===== config.mk =====
export PLATFORM = sky130hd
export DESIGN_NAME = commit_unit
export DESIGN_NICKNAME = d
export VERILOG_FILES = /design/src/rtl/commit_unit.sv
export SDC_FILE = /design/constraint.sdc
export NUM_CORES = 1
export LEC_CHECK = 0
export BUFFER_PORTS_ARGS = -buffer_cell sky130_fd_sc_hd__buf_2
export CORE_AREA = 2 2 117 119
export CTS_CLUSTER_DIAMETER = 50
export DETAILED_ROUTE_END_ITERATION = 6
export DIE_AREA = 0 0 119 121
export GPL_TIMING_DRIVEN = 0
export HOLD_SLACK_MARGIN = 0.02
export PLACE_DENSITY = 0.89
export SYNTH_ARGS = -nofsm -noshare
export SYNTH_HDL_FRONTEND = slang
export SYNTH_SLANG_ARGS = --single-unit

===== constraint.sdc =====
create_clock -name clk -period 4.48 [get_ports clk]
set_input_delay 0.448 -clock clk [delete_from_list [all_inputs] [get_ports clk]]
set_output_delay 0.448 -clock clk [all_outputs]
set_load 0.01 [all_outputs]

===== src/rtl/commit_unit.sv =====
// In-order retirement stage at the ROB head: retires register writes, hands stores to
// memory through a valid/ready handshake, and turns a retiring mispredict into a flush plus redirect.
module commit_unit #(
    parameter int FLUSH_CYCLES = 2,
    parameter int MCNT_W       = 16
) (
    input  logic              clk,
    input  logic              reset,
    input  logic              rob_empty,
    input  logic              head_ready,
    input  logic [1:0]        head_itype,
    input  logic [3:0]        head_rob_num,
    input  logic [4:0]        head_dest,
    input  logic [31:0]       head_value,
    input  logic [31:0]       head_addr,
    input  logic              head_branch_result,
    input  logic [31:0]       head_target,
    output logic              rd_en,
    output logic              rf_we,
    output logic [4:0]        rf_waddr,
    output logic [31:0]       rf_wdata,
    output logic [3:0]        rf_wrob,
    output logic              st_valid,
    output logic [31:0]       st_addr,
    output logic [31:0]       st_data,
    input  logic              st_ready,
    output logic              flush,
    output logic              redirect_valid,
    output logic [31:0]       redirect_pc,
    output logic [31:0]       commit_count,
    output logic [MCNT_W-1:0] mispredict_count
);

    localparam int CW = (FLUSH_CYCLES > 1) ? $clog2(FLUSH_CYCLES) : 1;
    localparam logic [CW-1:0] CNT_INIT = CW'(FLUSH_CYCLES - 1);

    typedef enum logic [1:0] {
        S_RUN,
        S_STORE,
        S_FLUSH
    } state_t;

    state_t            r_state;
    logic [CW-1:0]     r_cnt;
    logic              r_st_valid;
    logic [31:0]       r_st_addr;
    logic [31:0]       r_st_data;
    logic              r_flush;
    logic              r_redirect_valid;
    logic [31:0]       r_redirect_pc;
    logic [31:0]       r_commit_count;
    logic [MCNT_W-1:0] r_mispredict_count;

    logic w_commit;
    logic w_is_reg;
    logic w_is_store;
    logic w_is_branch;

    assign w_commit    = !rob_empty && head_ready;
    assign w_is_reg    = head_itype[1];
    assign w_is_store  = (head_itype == 2'b01);
    assign w_is_branch = (head_itype == 2'b00);

    // Retirement strobes are gated by reset so nothing retires while the unit is held in reset.
    always_comb begin
        rd_en    = 1'b0;
        rf_we    = 1'b0;
        rf_waddr = '0;
        rf_wdata = '0;
        rf_wrob  = '0;
        if (reset) begin
            case (r_state)
                S_RUN: begin
                    if (w_commit && w_is_reg) begin
                        rd_en    = 1'b1;
                        rf_we    = (head_dest != 5'd0);
                        rf_waddr = head_dest;
                        rf_wdata = head_value;
                        rf_wrob  = head_rob_num;
                    end else if (w_commit && w_is_branch) begin
                        rd_en = 1'b1;
                    end
                end
                S_STORE: rd_en = r_st_valid && st_ready;
                default: ;
            endcase
        end
    end

    always_ff @(posedge clk or negedge reset) begin
        if (!reset) begin
            r_state            <= S_RUN;
            r_cnt              <= '0;
            r_st_valid         <= 1'b0;
            r_st_addr          <= '0;
            r_st_data          <= '0;
            r_flush            <= 1'b0;
            r_redirect_valid   <= 1'b0;
            r_redirect_pc      <= '0;
            r_commit_count     <= '0;
            r_mispredict_count <= '0;
        end else begin
            if (rd_en) begin
                r_commit_count <= r_commit_count + 32'd1;
            end
            case (r_state)
                S_RUN: begin
                    if (w_commit && w_is_store) begin
                        r_state    <= S_STORE;
                        r_st_valid <= 1'b1;
                        r_st_addr  <= head_addr;
                        r_st_data  <= head_value;
                    end else if (w_commit && w_is_branch && head_branch_result) begin
                        r_state            <= S_FLUSH;
                        r_flush            <= 1'b1;
                        r_cnt              <= CNT_INIT;
                        r_redirect_pc      <= head_target;
                        r_redirect_valid   <= (CNT_INIT == '0);
                        r_mispredict_count <= r_mispredict_count + MCNT_W'(1);
                    end
                end
                S_STORE: begin
                    if (st_ready) begin
                        r_state    <= S_RUN;
                        r_st_valid <= 1'b0;
                    end
                end
                S_FLUSH: begin
                    // redirect_valid is set one edge early so it coincides with the counter reaching 0.
                    if (r_cnt == '0) begin
                        r_state          <= S_RUN;
                        r_flush          <= 1'b0;
                        r_redirect_valid <= 1'b0;
                    end else begin
                        r_cnt            <= r_cnt - CW'(1);
                        r_redirect_valid <= (r_cnt == CW'(1));
                    end
                end
                default: r_state <= S_RUN;
            endcase
        end
    end

    assign st_valid         = r_st_valid;
    assign st_addr          = r_st_addr;
    assign st_data          = r_st_data;
    assign flush            = r_flush;
    assign redirect_valid   = r_redirect_valid;
    assign redirect_pc      = r_redirect_pc;
    assign commit_count     = r_commit_count;
    assign mispredict_count = r_mispredict_count;

endmodule


==> results of run 1 <==
[cell type report]
type                    count  area share (%)
clock inverters            11           1.696
repair buffers            303           17.60
clock buffers              21           5.244
flip-flops and latches    150           42.75
multi-input cells         374           28.72
inverters                   4          0.1710
diodes                      1         0.02850
plain buffers              27           1.283
well taps                 176           2.508
[cells by family (layout without fill, tap and decap cells)]
| family | after synthesis | count (layout) | synth area share [%] |
|---|---|---|---|
| flops | 150 | 150 | 58.63 |
| xor+xnor | 46 | 46 | 6.293 |
| fa+ha+maj | 2 | 2 | 0.3908 |
| compound gates | 12 | 12 | 1.212 |
| buf+inv | 31 | 366 | 1.993 |
| other cells | 0 | 1 | 0 |
| mux | 65 | 65 | 11.43 |
| simple gates | 249 | 249 | 20.05 |
[layout by cell type, fill, tap and decap left out, types with 2 or more instances in the layout]
master      instances
buf_2             310
dfrtp_1           150
nand2_1           118
mux2_2             65
and2_1             47
xor2_1             29
clkbuf_1           18
nand3_1            17
xnor2_1            17
clkbuf_16          17
and3_1             13
nand4_1            13
nor4_1             11
nor3_1              8
and4_1              6
o21ai_0             6
nor3b_1             4
inv_1               4
nor2_1              3
clkinvlp_4          3
bufinv_16           3
buf_1               2
nor4b_1             2
ha_1                2
clkinv_4            2
clkinv_2            2
clkbuf_8            2
[state kept, by name, indices dropped and copies added, names as in the netlist]
| signal | count |
|---|---|
| commit_count | 32 |
| redirect_pc | 32 |
| st_addr | 32 |
| st_data | 32 |
| mispredict_count | 16 |
| r_state | 2 |
| flush | 1 |
| r_cnt | 1 |
| redirect_valid | 1 |
| st_valid | 1 |
[final timing paths]
| kind | from | end | slack, ns | depth (start not counted) |
|---|---|---|---|---|
| setup / recovery | reset | rf_wdata[4] | 1.40 | 6 |
| hold / removal | reset | commit_count[25] | 0.15 | 1 |
| setup reg to reg | r_state[0] | commit_count[28] | 2.38 | 5 |
| hold reg to reg | commit_count[31] | commit_count[31] | 0.47 | 1 |
| max in group asynchronous | reset | st_addr[13] | 3.57 | 2 |
| min in group clk | head_target[0] | redirect_pc[0] | 0.22 | 3 |
[routing by layer]
metal | track usage, % | wire (um)
met5 | 0 | 0
met1 | 29.69 | 6925
met4 | 9.821 | 325
met2 | 43.07 | 9031
met3 | 6.532 | 1181
[power by group]
group	total (uW)	switching (uW)	internal (uW)
combinational	755	399	356
clock	1460	550	907
sequential	1740	149	1590
total	3950	1100	2850
[per-stage QoR]
step           area (sq um)  total power (uW)  hold slack (ns)
6_report               8780              3948           0.1453
5_1_grt                8780              4133           0.2106
4_1_cts                8777              3976           0.1735
3_5_place_dp           8168              2508           0.4595
3_3_place_gp           8134              2467           0.4526
2_1_floorplan          6402              2090           0.1524
[critical path, stage by stage]
cell	delay, ns
buf_6	0.65
buf_16	0.33
and3_1	0.39
clkbuf_1	0.44
and2_1	0.21
buf_2	0.13
==> summary.md, run 1 <==
| Metric | Value |
|---|---|
| Worst skew pair latency | 0.42 ns |
| Worst-Margin Slew | 0.8963 ns |
| Area Growth Syn to Fin | 37.13% |
| Detailed Route WL | 17460 um |
| Htree depth | 4 |
| Vias/cell | 5.089 |
| Leakage | 0.004857 uW |
| Global-route wire length before repair | 27740 um |
| Area contributors post-synth | dfrtp_1, mux2_2, nand2_1, and2_1, xor2_1 |
| Post-Syn Area | 6402 sq um |
| Setup TNS | 0 ns |
| Critical Path Sink Type | primary output |
| Synth async-reset ratio | 100.0% |
| Post-CTS Hold Buffers | 0 |
| Crit start category | primary input |
| Syn_nets | 670 |
| Synthesis Warnings | 0 |
| Final WS setup | 1.396 ns |
| Min-delay worst type | in2async |
| CTS buffer count | 17 |
| Initial antenna violation count | 1 |
| Pwr Density | 449.7 nW/um^2 |
| Post-synthesis cell type count | 34 |
| Most frequent cell after synthesis | dfrtp_1 |
| Largest net degree at the start of global routing | 102 |
| Post-synthesis sequential area ratio | 58.63% |
| Clock Skews | 0.006686 ns |
| Die W | 119 um |
| Share of post-route cells with drive strength above 1 | 46.18% |
| Fillers | 986 |
| Starting Density | 48.93% |
| Rows | 42 |
| Fin. Hold Viols | 0 |
| Post_cts resized | 0 |
| Ports | 303 |
| Clk buf depth | 2 |
| RSZ-0062 raised after global routing | no |
| Non-Filler Instances | 1067 |
| Final Setup Violations | 0 |
| Number of global-route vias before repair | 5470 |
| Core footprint | 13090 sq um |
| Synth Flop Type | dfrtp_1 |
| PortBufs | 302 |
| Max Fclk | 324.2 MHz |
| Sequential Area | 3754 sq um |
| First DRT Iteration DRCs | 320 |
| Syn avg cell area | 11.54 sq um |
| Global route overflow | 0 |
| Crit path time final | 3.084 ns |
| Worst endpoint required time | 4.03 ns |
| Final number of max-transition violations | 0 |
| Placer Congestion | 0.8706 |
| Maximum VDD drop | 0.3460 mV |
| Register bit total from synthesis | 150 |
| Top post-synthesis cells by count | dfrtp_1, nand2_1, mux2_2 |
| Clock transition at the registers of the reported paths | 0.06 ns |
| Status | finished, final reports clean |
| Remaining antenna violation count after routing | 0 |
| Worst Path Max Fanout | 101 |
| DR vias | 5430 |
| Final #Nets | 992 |
| Synth Instances | 555 |
| Multi-input gate area | 2521 sq um |
| CP arrival | 2.64 ns |
| Largest area contributor in the netlist | dfrtp_1 |
| Root buf cell | clkbuf_16 |
| Critical Setup Path Class | in2out |
| Core Util, Final | 67.10% |
| MaxCap Viol Count | 0 |
| Top-area cell type share of the netlist area | 58.63% |
| Worst slew margin | 40.25% |
| Die Y | 121 um |
| TritonCTS clock tree | built |
| Drc violations | 0 |
| Drt wl/cell | 16.37 um |
| EDFF count, synth | 0 |
| CTS Sinks | 150 |
| Total Routing Usage GR | 24.87% |
| Final Cycle Share | 68.85% |
| Die Footprint | 14400 sq um |
| HPWL Detailed | 12900 um |
| Post-CTS setup buffers | 0 |
| DRT Pass-1 Iters | 5 |
| Place WS | 1.263 ns |
| Placed insts | 1034 |
(Power assumes the default switching activity.)
==> inputs of run 2 (changes only) <==
Settings changed: CORE_AREA 2 2 117 119 to unset, CORE_MARGIN set to 1.5, CORE_UTILIZATION set to 42, DIE_AREA 0 0 119 121 to unset, PLACE_DENSITY 0.89 to 0.81.
Clock period 4.48 ns to 2.7 ns, I/O delays scaled along.
==> run 2 against run 1 <==
Effect of this change: clock skew grew 0.0069 ns; flip-flop and latch count unchanged; die area increased by 11%; combinational power is 66% higher; hold slack worse by 0.10 ns; sequential power is 65% higher; worst setup slack worse by 1.1 ns; non-clock buffer count up 6; first-iteration DRC count down 32%; final cell count rose by 0.84%; critical endpoint is now rf_wrob[1]; largest cell class unchanged; highest routed layer unchanged.
==> summary.md, run 2 (same netlist as run 1, synthesis figures left out) <==
| Metric | Value |
|---|---|
| Worst endpoint required time | 2.43 ns (was 4.03 ns) |
| Commonest non-fill, non-tap cell in the layout | buf_2 (unchanged) |
| Setup TNS | 0 ns (unchanged) |
| Clk pwr share | 37.9% (was 36.9%) |
| Commonest non-fill, non-tap cells in the layout | buf_2, dfrtp_1, nand2_1 (unchanged) |
| HPWL Detailed | 12470 um (was 12900 um) |
| Worst-Margin Slew | 0.6630 ns (was 0.8963 ns) |
| Area Growth Syn to Fin | 38.89% (was 37.13%) |
| Placer Congestion | 0.8104 (was 0.8706) |
| Initial antenna violation count | 0 (was 1) |
| Starting Density | 43.56% (was 48.93%) |
| Ports | 303 (unchanged) |
| Drc violations | 0 (unchanged) |
| Largest net degree at the start of global routing | 85 (was 102) |
| Min-delay worst type | in2reg (was in2async) |
| Remaining antenna violation count after routing | 0 (unchanged) |
| Global-route wire length before repair | 27080 um (was 27740 um) |
| Worst hold stages | 3 |
| Worst stage delay on the critical path | 0.56 ns (was 0.65 ns) |
| RSZ-0062 raised after global routing | no (unchanged) |
| Final #Nets | 998 (was 992) |
| Final number of max-transition violations | 0 (unchanged) |
| Die Footprint | 15990 sq um (was 14400 sq um) |
| Clock Skews | 0.01356 ns (was 0.006686 ns) |
| Drt wl/cell | 15.76 um (was 16.37 um) |
| Worst Path Max Fanout | 42 (was 101) |
| CTS buffer count | 17 (unchanged) |
| Crit start category | primary input (unchanged) |
| Clk buf depth | 2 (unchanged) |
| Crit path max-delay cell type | dlygate4sd3_1 (was buf_6) |
| PortBufs | 302 (unchanged) |
| Htree depth | 4 (unchanged) |
| Core footprint | 14700 sq um (was 13090 sq um) |
| Critical Path Sink Type | primary output (unchanged) |
| Number of global-route vias before repair | 5307 (was 5470) |
| Sequential Area | 3754 sq um (unchanged) |
| Max Fclk | 408.0 MHz |
| Maximum VDD drop | 0.5764 mV (was 0.3460 mV) |
| DRT Pass-1 Iters | 5 (unchanged) |
| Placed insts | 1042 (was 1034) |
| Global route overflow | 0 (unchanged) |
| TritonCTS clock tree | built (unchanged) |
| Pwr Density | 745.7 nW/um^2 (was 449.7 nW/um^2) |
| Multi-input gate area | 2522 sq um (was 2521 sq um) |
| Rows | 44 (was 42) |
| Share of post-route cells with drive strength above 1 | 46.52% (was 46.18%) |
| Worst slew margin | 55.70% (was 40.25%) |
| Detailed Route WL | 16960 um (was 17460 um) |
| Crit path time final | 2.451 ns |
| Die Y | 126.5 um (was 121 um) |
| CTS Sinks | 150 (unchanged) |
| Register-to-Register Path Depth | 6 (was 5) |
| Non-Filler Instances | 1076 (was 1067) |
| Internal power | 4873 uW (was 2850 uW) |
| Clock transition at the registers of the reported paths | 0.05 ns (was 0.06 ns) |
| Worst skew pair latency | 0.42 ns (about the same) |
| Final Cycle Share | 90.77% |
| Critical Setup Path Class | in2out (unchanged) |
| Combinational power share | 18.8% (was 19.1%) |
| First DRT Iteration DRCs | 218 (was 320) |
| MaxCap Viol Count | 0 (unchanged) |
| Sequential power share | 43.2% (was 44.0%) |
| DR vias | 5318 (was 5430) |
| Total Routing Usage GR | 21.65% (was 24.87%) |
| Fillers | 1231 (was 986) |
| Final Setup Violations | 0 (unchanged) |
| Root buf cell | clkbuf_16 (unchanged) |
| Fin. Hold Viols | 0 (unchanged) |
| Leakage | 0.004919 uW (was 0.004857 uW) |
| Status | finished, final reports clean (unchanged) |
| CP arrival | 2.18 ns (was 2.64 ns) |
| Switching Share | 26.50% (was 27.81%) |
| Die W | 126.5 um (was 119 um) |
| Total power | 6631 uW (was 3948 uW) |
| CP Cell Sequence | dlygate4sd3_1, buf_6, buf_16, and3_2, clkbuf_1, and2_1, buf_2 (was buf_6, buf_16, and3_1, clkbuf_1, and2_1, buf_2) |
| Vias/cell | 4.942 (was 5.089) |
| Number of diodes | 0 (was 1) |
| NetSw | 1757 uW (was 1098 uW) |
==> run 2: cell count changes in the layout (fill, tap and decap cells not counted), sizes merged <==
cell and change:
bufinv +2, clkbuf -2, diode -1, inv -1
dlygate4sd3 +3, clkinvlp -2, buf +2
==> run 2: worst paths after layout <==
kind | startpoint | end | slack [ns]
hold reg to reg | commit_count[31] | commit_count[31] | 0.46
max in group asynchronous | reset | redirect_valid | 1.91
hold / removal | head_target[6] | redirect_pc[6] | 0.04
setup / recovery | reset | rf_wrob[1] | 0.25
min in group asynchronous | reset | st_data[26] | 0.45
setup reg to reg | r_state[1] | st_addr[19] | 0.62
==> run 2: repair_timing <==
item,CTS,global route
setup buffers,1,0
gates cloned,0,1
hold buffers,4,0
setup endpoints to repair,40,30
pin swaps,1,0
gates resized for setup,2,2
endpoints found under the hold margin,75,0
==> run 2: critical path: cells and delay by family <==
family                 cells  cell delay, ns
buffers and inverters      5            1.37
and+or+nand+nor            2            0.51
==> run 2: area by class of cell <==
cell class / instances / share of cell area (%)
clock buffer: 18 / 4.939
buffer: 27 / 1.294
timing repair buffer: 309 / 18.39
multi-input combinational: 374 / 28.37
inverter: 4 / 0.1688
sequential: 150 / 42.21
clock inverter: 10 / 2.040
tap: 184 / 2.589
==> run 2: through the flow <==
step / utilization [%] / worst slack [ns] / hold slack (ns) / cell area [sq um]
finish: 60.50 / 0.2493 / 0.04144 / 8892
global route: 60.50 / 0.04904 / 0.02536 / 8892
CTS: 60.32 / 0.06453 / 0.02089 / 8866
detailed placement: 55.64 / -0.05116 / 0.3267 / 8178
global placement: 55.41 / -1.859 / 0.4524 / 8144
floorplan: - / 0.9433 / -0.02559 / 6402
==> run 2: per-layer routing <==
layer	vias up	track usage [%]	wire length, um
met5	-	0	0
met4	0	6.558	138
met3	14	6.242	1073
met2	220	36.45	8592
met1	2568	27.18	7155
li1	2516	-	-
==> run 2: power by group through the flow <==
stage	clock (uW)	combinational, uW	sequential (uW)
2_1_floorplan	0	399	3070
3_3_place_gp	0	1210	2880
3_5_place_dp	0	1250	2890
4_1_cts	2570	1260	2860
5_1_grt	2680	1370	2920
6_report	2510	1250	2870
